**src/rtl/alu_register.sv**
```systemverilog
// alu_register: registered ALU stage with an 8-bit result register whose low
// nibble feeds back as operand B. Single-cycle add/or-reduce/and-reduce/
// concat/shift-left/shift-right/hold, plus a 4-cycle shift-add multiply.
//
// Handshake: Go acts as "valid" and ~Busy as "ready". A request is accepted
// at a rising edge where Go=1 and the machine is IDLE (Busy=0); Data and
// Function are sampled only at that edge. Go while Busy is dropped and not
// queued. Done is a registered one-cycle pulse following every result write.
module alu_register (
  input  logic       Clock,
  input  logic       Reset,
  input  logic [3:0] Data,
  input  logic [2:0] Function,
  input  logic       Go,
  output logic       Busy,
  output logic       Done,
  output logic [7:0] ALUout
);

  typedef enum logic {
    IDLE = 1'b0,
    MUL  = 1'b1
  } state_t;

  state_t      state;
  state_t      state_next;

  logic [3:0]  b_op;
  logic [4:0]  sum5;
  logic [7:0]  alu_result;

  // Multiply working set: latched operands so feedback cannot disturb them.
  logic [3:0]  multiplicand;
  logic [3:0]  multiplier;
  logic [7:0]  acc;
  logic [1:0]  count;
  logic [7:0]  mul_term;
  logic [7:0]  acc_sum;

  logic        op_write;
  logic [7:0]  op_result;
  logic        mul_start;

  assign b_op = ALUout[3:0];
  assign sum5 = {1'b0, Data} + {1'b0, b_op};
  assign Busy = (state == MUL);

  // Single-cycle function decode against the current feedback operand.
  always_comb begin
    alu_result = ALUout;
    case (Function)
      3'd0: alu_result = {3'b000, sum5};
      3'd1: alu_result = (|{Data, b_op}) ? 8'h01 : 8'h00;
      3'd2: alu_result = (&{Data, b_op}) ? 8'h01 : 8'h00;
      3'd3: alu_result = {Data, b_op};
      3'd5: alu_result = (Data >= 4'd8) ? 8'h00 : ({4'b0000, b_op} << Data);
      3'd6: alu_result = (Data >= 4'd4) ? 8'h00 : ({4'b0000, b_op} >> Data);
      default: alu_result = ALUout;
    endcase
  end

  // Partial product for the current multiplier bit and the running sum.
  always_comb begin
    mul_term = multiplier[count] ? ({4'b0000, multiplicand} << count) : 8'h00;
    acc_sum  = acc + mul_term;
  end

  // FSM next state and write/start strobes.
  always_comb begin
    state_next = state;
    op_write   = 1'b0;
    op_result  = ALUout;
    mul_start  = 1'b0;
    case (state)
      IDLE: begin
        if (Go) begin
          if (Function == 3'd4) begin
            mul_start  = 1'b1;
            state_next = MUL;
          end else begin
            op_write  = 1'b1;
            op_result = alu_result;
          end
        end
      end
      MUL: begin
        if (count == 2'd3) begin
          op_write   = 1'b1;
          op_result  = acc_sum;
          state_next = IDLE;
        end
      end
      default: state_next = IDLE;
    endcase
  end

  // State register.
  always_ff @(posedge Clock) begin
    if (Reset) state <= IDLE;
    else       state <= state_next;
  end

  // Result register, Done pulse and multiply datapath.
  always_ff @(posedge Clock) begin
    if (Reset) begin
      ALUout       <= 8'h00;
      Done         <= 1'b0;
      multiplicand <= 4'h0;
      multiplier   <= 4'h0;
      acc          <= 8'h00;
      count        <= 2'd0;
    end else begin
      Done <= op_write;
      if (op_write) ALUout <= op_result;
      if (mul_start) begin
        multiplicand <= Data;
        multiplier   <= b_op;
        acc          <= 8'h00;
        count        <= 2'd0;
      end else if (state == MUL) begin
        acc   <= acc_sum;
        count <= count + 2'd1;
      end
    end
  end

endmodule

```
**config.mk**
```make
export PLATFORM = sky130hd
export DESIGN_NAME = alu_register
export DESIGN_NICKNAME = d
export VERILOG_FILES = /design/src/rtl/alu_register.sv
export SDC_FILE = /design/constraint.sdc
export NUM_CORES = 1
export LEC_CHECK = 0
export CAP_MARGIN = 0
export CORE_ASPECT_RATIO = 0.6
export CORE_MARGIN = 2
export CORE_UTILIZATION = 62
export CTS_CLUSTER_DIAMETER = 40
export DETAILED_ROUTE_END_ITERATION = 8
export PLACE_DENSITY = 0.85
export SLEW_MARGIN = 20
export SYNTH_ARGS = -nofsm -noshare
export SYNTH_HDL_FRONTEND = slang
export SYNTH_SLANG_ARGS = --single-unit
export TNS_END_PERCENT = 5
```
**constraint.sdc**
```tcl
create_clock -name Clock -period 7.27 [get_ports Clock]
set_input_delay 1.8175 -clock Clock [delete_from_list [all_inputs] [get_ports Clock]]
set_output_delay 1.8175 -clock Clock [all_outputs]
set_load 0.01 [all_outputs]
```
Word level (Yosys, flattened, before mapping)
Cells that the tools add are included.
{ "op_classes": {"n_addsub": 3, "order_cmp": 3, "n_eq_ne": 13, "n_shift": 3, "mux": 21, "n_bitwise": 1, "n_reduce_logical": 6} }
{ "ops": {"columns": ["op", "count"], "rows": [
  ["2-to-1 mux 8 bit", 6],
  ["case mux 8 bit (6 select lines)", 1],
  ["case mux 8 bit (2 select lines)", 1],
  ["2-to-1 mux 1 bit", 10],
  ["== test 3 bit, second input constant", 3],
  ["adder 8 bit", 1],
  ["AND reduction 8 bit", 1],
  ["OR reduction 8 bit", 1],
  ["left shift 4 x 2 -> 8 bit", 1],
  ["left shift 4 x 4 -> 8 bit", 1],
  ["right shift 4 x 4 -> 8 bit", 1],
  ["!= test 7 x 1 -> 1 bit, second input constant", 1],
  ["== test 3 x 2 -> 1 bit, second input constant", 2],
  ["!= test 2 bit, second input constant", 3],
  ["!= test 6 x 1 -> 1 bit, second input constant", 1],
  ["AND reduction 6 bit", 1],
  ["adder 4 x 4 -> 5 bit", 1],
  ["AND reduction 5 bit", 1],
  ["greater-or-equal comparator 4 x 3 -> 1 bit, second input constant", 1],
  ["greater-or-equal comparator 4 bit, second input constant", 1],
  ["case mux 1 bit (2 select lines)", 2],
  ["== test 3 x 1 -> 1 bit, second input constant", 1],
  ["logical NOT 3 bit", 1],
  ["less-than comparator 2 x 3 -> 1 bit, second input constant", 1],
  ["other kinds (6)", 6]
]} }
{ "word_totals": {"reg_bits": 28} }

Logic depth before layout (Yosys ltp)
Gate-level depths: netlist (run 1).
{ "logic_depth": {"depth_word": 6, "depth_mapped": 11, "mapped_depth_nobuf": 10} }

Worst setup path after synthesis (run 1)
OpenSTA, ideal clock, no wires.
{ "synth_path": {"path_type": "input to register", "startpoint": "input port Data[1]", "endpoint": "register ALUout[2]", "setup_time_ns": 0.132, "arrival_time_ns": 3.146, "setup_slack_ns": 3.992, "cell_stages": 7, "path_buffers": 1, "path_cell_list": "buf_2 > inv_1 > fa_1 > xnor2_1 > a21o_1 > o311ai_0 > a21oi_1"} }
{ "synth_between": {"elab_chain_len": 6} }
{ "synth_rtl": {"columns": ["item", "line", "rtl"], "rows": [
  ["start: declaration", "12", "input logic [3:0] Data,"],
  ["greater-or-equal comparator 4 x 3 -> 1 bit, or another cell as far along", "57", "3'd6: alu_result = (Data >= 4'd4) ? 8'h00 : ({4'b0000, b_op} >> Data);"],
  ["2-to-1 mux 8 bit, on equally long branches", "57, 56", null],
  ["case mux 8 bit (6 select lines) *", "51", "case (Function)"],
  ["2-to-1 mux 8 bit *", "77", "if (Function == 3'd4) begin"],
  ["2-to-1 mux 8 bit *", "76", "if (Go) begin"],
  ["case mux 8 bit (2 select lines) *", "74", "case (state)"],
  ["end signal: assignment", "114", "if (op_write) ALUout <= op_result;"],
  ["end: declaration", "17", "output logic [7:0] ALUout"]
]} }
Every way passes the cells marked *; elsewhere a longest branch is shown, timed or not. The select of a mux whose other input is x is not followed.
A chain may end at the register's enable or synchronous reset.

Worst setup path in the final report (run 1)
Ends and elaborated chain as after synthesis.

==> results of run 1 <==
## cells in the final DEF (no fill, tap or decap), types with 4 or more instances in the layout
cell	n
nand3b_1	5
nand2_1	27
a21oi_1	20
mux2_2	5
mux2i_1	10
nand3_1	15
a21o_1	4
ha_1	14
clkdlybuf4s50_1	19
and2_1	4
nand2b_1	5
a311oi_1	5
o22ai_1	4
nor2_1	31
o21ai_0	10
inv_1	11
dfxtp_1	28
## metrics by stage
| step | worst slack, ps | cell area, µm² | utilization | cells |
|---|---|---|---|---|
| after floorplan | 3990 | 2140 | - | 268 |
| after global placement | 3140 | 2340 | 0.712 | 318 |
| after detailed placement | 2970 | 2340 | 0.712 | 318 |
| after CTS | 3260 | 2380 | 0.724 | 321 |
| after global routing | 3060 | 2380 | 0.724 | 321 |
| final | 3210 | 2380 | 0.724 | 321 |
## power breakdown
part	leakage (µW)	internal [µW]	total [µW]	switching, µW
clock	0.0000216	37.2	82.1	44.9
combinational	0.000696	29.6	65.9	36.3
sequential	0.000227	158	166	7.50
total	0.000945	225	314	88.7
## worst reg2reg max path: cells and delay by family (launching register included)
| kind | cells | cell delay, ps |
|---|---|---|
| multiplexers | 1 | 590 |
| AND/OR/NAND/NOR | 2 | 280 |
| adder cells (fa/ha/maj) | 1 | 340 |
| flip-flops | 1 | 630 |
| AO/OA/AOI/OAI | 4 | 1050 |
## cell families (layout without fill, tap and decap cells)
| family | count (synthesis) | after routing | share of synthesized area |
|---|---|---|---|
| multiplexers | 17 | 17 | 0.0940 |
| AND/OR/NAND/NOR | 106 | 106 | 0.254 |
| AO/OA/AOI/OAI | 70 | 70 | 0.222 |
| adder cells (fa/ha/maj) | 16 | 16 | 0.100 |
| XOR/XNOR | 5 | 5 | 0.0204 |
| buffers and inverters | 26 | 34 | 0.0473 |
| flip-flops | 28 | 28 | 0.262 |
## final cells by class
class	instances	area, µm²
clock buffers	3	41.3
fillers	268	906
inverters	11	41.3
multi-input cells	214	1480
flip-flops and latches	28	561
well taps	45	56.3
repair buffers	20	198
## routing by layer
layer  vias to the layer above  GRT usage  share of wire
met5                         -          0              0
met3                         4     0.0861           0.10
met2                       113      0.444           0.42
met1                       974      0.462           0.48
met4                         0     0.0452         0.0054
li1                       1003          -              -
## registers in the layout, indices dropped and copies added (netlist names)
signal	count
ALUout	8
Busy	1
Done	1
acc	8
count	2
multiplicand	4
multiplier	4
## worst min-delay path by stage
stage	slack (ps)	to
after floorplan	450	acc[4]
after global placement	460	acc[4]
after detailed placement	470	acc[5]
after CTS	490	acc[4]
after global routing	520	acc[6]
final	490	acc[4]
==> summary.md, run 1 <==
| Metric | Value |
|---|---|
| Sink Count | `28` |
| # diodes | `0` |
| Internal reg-to-reg setup slack | `4260 ps` |
| Antenna violations before repair | `0` |
| Hold crit path type | `reg -> reg` |
| Max Freq | `0.246 GHz` |
| Layout Nets | `304` |
| Relative max-transition margin | `0.502` |
| Die Wd | `79.9 µm` |
| Setup bufs post-CTS | `0` |
| Hold_sp | `acc[4]` |
| Reg2Reg Depth | `8` |
| Final wirelength | `5.52 mm` |
| FF-to-FF Start | `count[0]` |
| CTS Buffer Depth | `2` |
| Yosys top cell by area | `dfxtp_1` |
| Number of CTS-inserted buffers | `3` |
| Reg2Reg Capture Point | `ALUout[6]` |
| Syn avg cell area | `7.99 µm²` |
| DRT Pass-1 Iters | `5` |
| Outcome | `complete, no violations` |
| DP HPWL | `4.09 mm` |
| CP arrival | `4190 ps` |
| Worst-path clk slew | `90 ps` |
| Hold Slack | `486 ps` |
| Initial Utilization | `0.652` |
| CP Buf/Inv Count | `2` |
| CP max stage delay | `850 ps` |
| CP Class | `in -> reg` |
| RePlAce Congestion | `1.02` |
| Iter 0 DRT Violations | `220` |
| Port Buffers | `19` |
| Die footprint | `3960 µm²` |
| Core area | `3280 µm²` |
| Largest cells by area after synthesis | `dfxtp_1 26%, ha_1 8.2%, nor2_1 5.4%, nand2_1 4.7%, a21oi_1 4.7%` |
| Layout Skew | `1.96 ps` |
| Power Density | `132 nW/µm²` |
| Cell count after synthesis | `268` |
| Final Max Slew Viols | `0` |
| Worst Setup SP | `Data[1]` |
| CTS H-tree depth | `1` |
| Via/cell ratio | `6.52` |
| Startpoint type of the worst setup path | `primary input` |
| Count leader, synth | `nor2_1` |
| Top cell family by delay on the critical path | `buffers and inverters` |
| RSZ-0062 raised after global routing | `false` |
| Leakage | `0.000945 µW` |
| EDFF count, synth | `0` |
| FP Rows | `16` |
| Register area share after synthesis | `0.262` |
| Final hold violations | `0` |
| CTS Hold Bufs | `0` |
| Synth warn | `0` |
| Worst-skew pair later-pin latency | `270 ps` |
| Boundary Pins | `20` |
| FFs w/ async S/R, synth | `0` |
| Syn nets | `294` |
| Largest net degree at the start of global routing | `27` |
| Worst path depth | `7` |
| Total GRT Usage | `0.307` |
| Drt drc | `0` |
| Number of global-route vias before repair | `1923` |
| Root buf cell | `clkbuf_8` |
| First-pass GRT wire length | `9.40 mm` |
| Setup crit end kind | `flop` |
| Mapped Area | `2140 µm²` |
| Post-CTS resize count | `0` |
| Final Power | `314 µW` |
| GRT Residual Overflow | `0` |
| Distinct cell type count after synthesis | `51` |
| Setup tns final | `0 ps` |
| TritonCTS clock tree | `yes` |
| Worst EP required | `7400 ps` |
| Primary FF master, synth | `dfxtp_1` |
| Final Critical Period | `4060 ps` |
| Vias | `2094` |
| Synth Register Bits | `28` |
| Measured slew at the worst slew-check pin | `739 ps` |
| CP max FO | `17` |
| Slowest stage cell, crit path | `clkdlybuf4s50_1` |
| Peak supply drop | `98.4 µV` |
| Die Y | `49.5 µm` |
| # Max-Cap Violations | `0` |
| Wire per inst | `17.2 µm` |
| ANT nets after route | `0` |
| Ratio of cells with drive above 1 in the final layout | `0.0580` |
| Finish-stage setup viols | `0` |
| Post-synth top cells | `31 x nor2_1, 28 x dfxtp_1, 27 x nand2_1, 20 x a21oi_1, 15 x nand3_1` |
| Setup crit end | `ALUout[2]` |
| Final period util | `0.558` |
| Area grow syn2layout | `11.0%` |
| Crit-path cells | `clkdlybuf4s50_1 -> inv_1 -> fa_1 -> xnor2_1 -> a21o_1 -> o311ai_0 -> a21oi_1` |
| Synth top area share | `0.262` |
| WHS Path Cells | `2` |
Power figures use the tool's default switching activity.
==> run 2, diff against run 1 <==
CORE_UTILIZATION = 58   (was 62)
PLACE_DENSITY = 0.81   (was 0.85)
clock period = 4 ns   (was 7.27 ns; I/O delays follow)
==> summary.md, run 2 (synthesis gave the netlist of run 1 again) <==
| Metric | Value |
|---|---|
| Critical path's most frequent cell | `inv_1` |
| Sink Count | `28` |
| Die Y | `51.1 µm` |
| Final wirelength | `5.49 mm` |
| CP arrival | `3320 ps` |
| Power Density | `239 nW/µm²` |
| Final period util | `0.785` |
| Outcome | `complete, no violations` |
| Crit-path cells | `clkdlybuf4s50_1 -> ha_1 -> inv_1 -> fa_1 -> inv_1 -> a21oi_1 -> o21ai_0 -> o221ai_1 -> a311oi_1` |
| Post-Route Utilization | `0.666` |
| Worst EP required | `4180 ps` |
| GRT Residual Overflow | `0` |
| CP max FO | `16` |
| FP Rows | `17` |
| DRT Pass-1 Iters | `5` |
| Layout Skew | `1.43 ps` |
| CTS H-tree depth | `1` |
| TritonCTS clock tree | `yes` |
| Number of global-route vias before repair | `1833` |
| First-pass GRT wire length | `8.98 mm` |
| Iter 0 DRT Violations | `298` |
| Relative max-transition margin | `0.482` |
| Vias | `2048` |
| # Max-Cap Violations | `0` |
| Startpoint type of the worst setup path | `primary input` |
| Core area | `3590 µm²` |
| Post-CTS resize count | `0` |
| DP HPWL | `4.15 mm` |
| Setup bufs post-CTS | `0` |
| Final Power | `572 µW` |
| Initial Utilization | `0.596` |
| Largest net degree at the start of global routing | `27` |
| RSZ-0062 raised after global routing | `false` |
| CP max stage delay | `830 ps` |
| Worst-skew pair later-pin latency | `270 ps` |
| Worst-path clk slew | `90 ps` |
| RePlAce Congestion | `1.01` |
| Root buf cell | `clkbuf_8` |
| Max Freq | `0.318 GHz` |
| CP Class | `in -> reg` |
| Leakage | `0.000954 µW` |
| Total GRT Usage | `0.283` |
| Largest regs | `ALUout: 8 flops, acc: 8 flops` |
| Die footprint | `4210 µm²` |
| Port Buffers | `19` |
| # diodes | `0` |
| Number of CTS-inserted buffers | `3` |
| Wire per inst | `16.9 µm` |
| Boundary Pins | `20` |
| CTS Hold Bufs | `0` |
| Measured slew at the worst slew-check pin | `775 ps` |
| ANT nets after route | `0` |
| Setup tns final | `0 ps` |
| Via/cell ratio | `6.30` |
| Die Wd | `82.5 µm` |
| Slowest stage cell, crit path | `clkdlybuf4s50_1` |
| Area grow syn2layout | `11.8%` |
| Final Critical Period | `3140 ps` |
| Final hold violations | `0` |
| Hold crit path type | `reg -> reg` |
| Setup crit end kind | `flop` |
| Drt drc | `0` |
| CTS Buffer Depth | `2` |
| Finish-stage setup viols | `0` |
| Commonest non-fill, non-tap cells in the layout | `31 x nor2_1, 28 x dfxtp_1, 27 x nand2_1` |
| Final Max Slew Viols | `0` |
| Leading cell type in the layout, fill and taps excluded | `nor2_1` |
| Peak supply drop | `158 µV` |
| Layout Nets | `306` |
| Antenna violations before repair | `0` |
| Ratio of cells with drive above 1 in the final layout | `0.0647` |
## run 2: cell count changes in the layout (fill, tap and decap cells not counted)
cell   previous run  this run
buf_4             1         3
## run 2: report_power, final
part | switching [µW] | internal (µW)
Clock | 82.7 | 67.6
Combinational | 65.9 | 54.7
Sequential | 13.4 | 287
## run 2: cell type report
class                   count  area, µm²
well taps                  47       58.8
inverters                  11       41.3
repair buffers             22        213
multi-input cells         214       1480
fillers                   308       1200
flip-flops and latches     28        561
clock buffers               3       41.3
## run 2: layer usage
metal  share of wire  global-route usage  up-vias
li1                -                   -     1004
met4           0.010              0.0333        0
met1            0.49               0.433      936
met3            0.10              0.0919       17
met5               0                   0        -
met2            0.40               0.392       91
## run 2: path summary, 6_finish.rpt
kind	from	to	slack (ps)	depth (start not counted)
worst min-delay path	acc[5]	acc[5]	470	2
worst min register to register	acc[5]	acc[5]	470	2
worst max register to register	count[0]	ALUout[6]	1000	8
worst max-delay path	Data[0]	ALUout[4]	860	9
## run 2: through the flow
step | cells | instance area, µm² | hold slack, ps | setup WS, ps
finish | 325 | 2390 | 475 | 859
global route | 325 | 2390 | 508 | 629
CTS | 325 | 2390 | 477 | 868
detailed placement | 322 | 2350 | 463 | 581
global placement | 322 | 2350 | 459 | 685
floorplan | 268 | 2140 | 450 | 1400
## run 2: worst max-delay path, delay by kind of cell
family	cells	cell delay, ps
adder cells (fa/ha/maj)	2	680
buffers and inverters	3	970
AO/OA/AOI/OAI	4	680
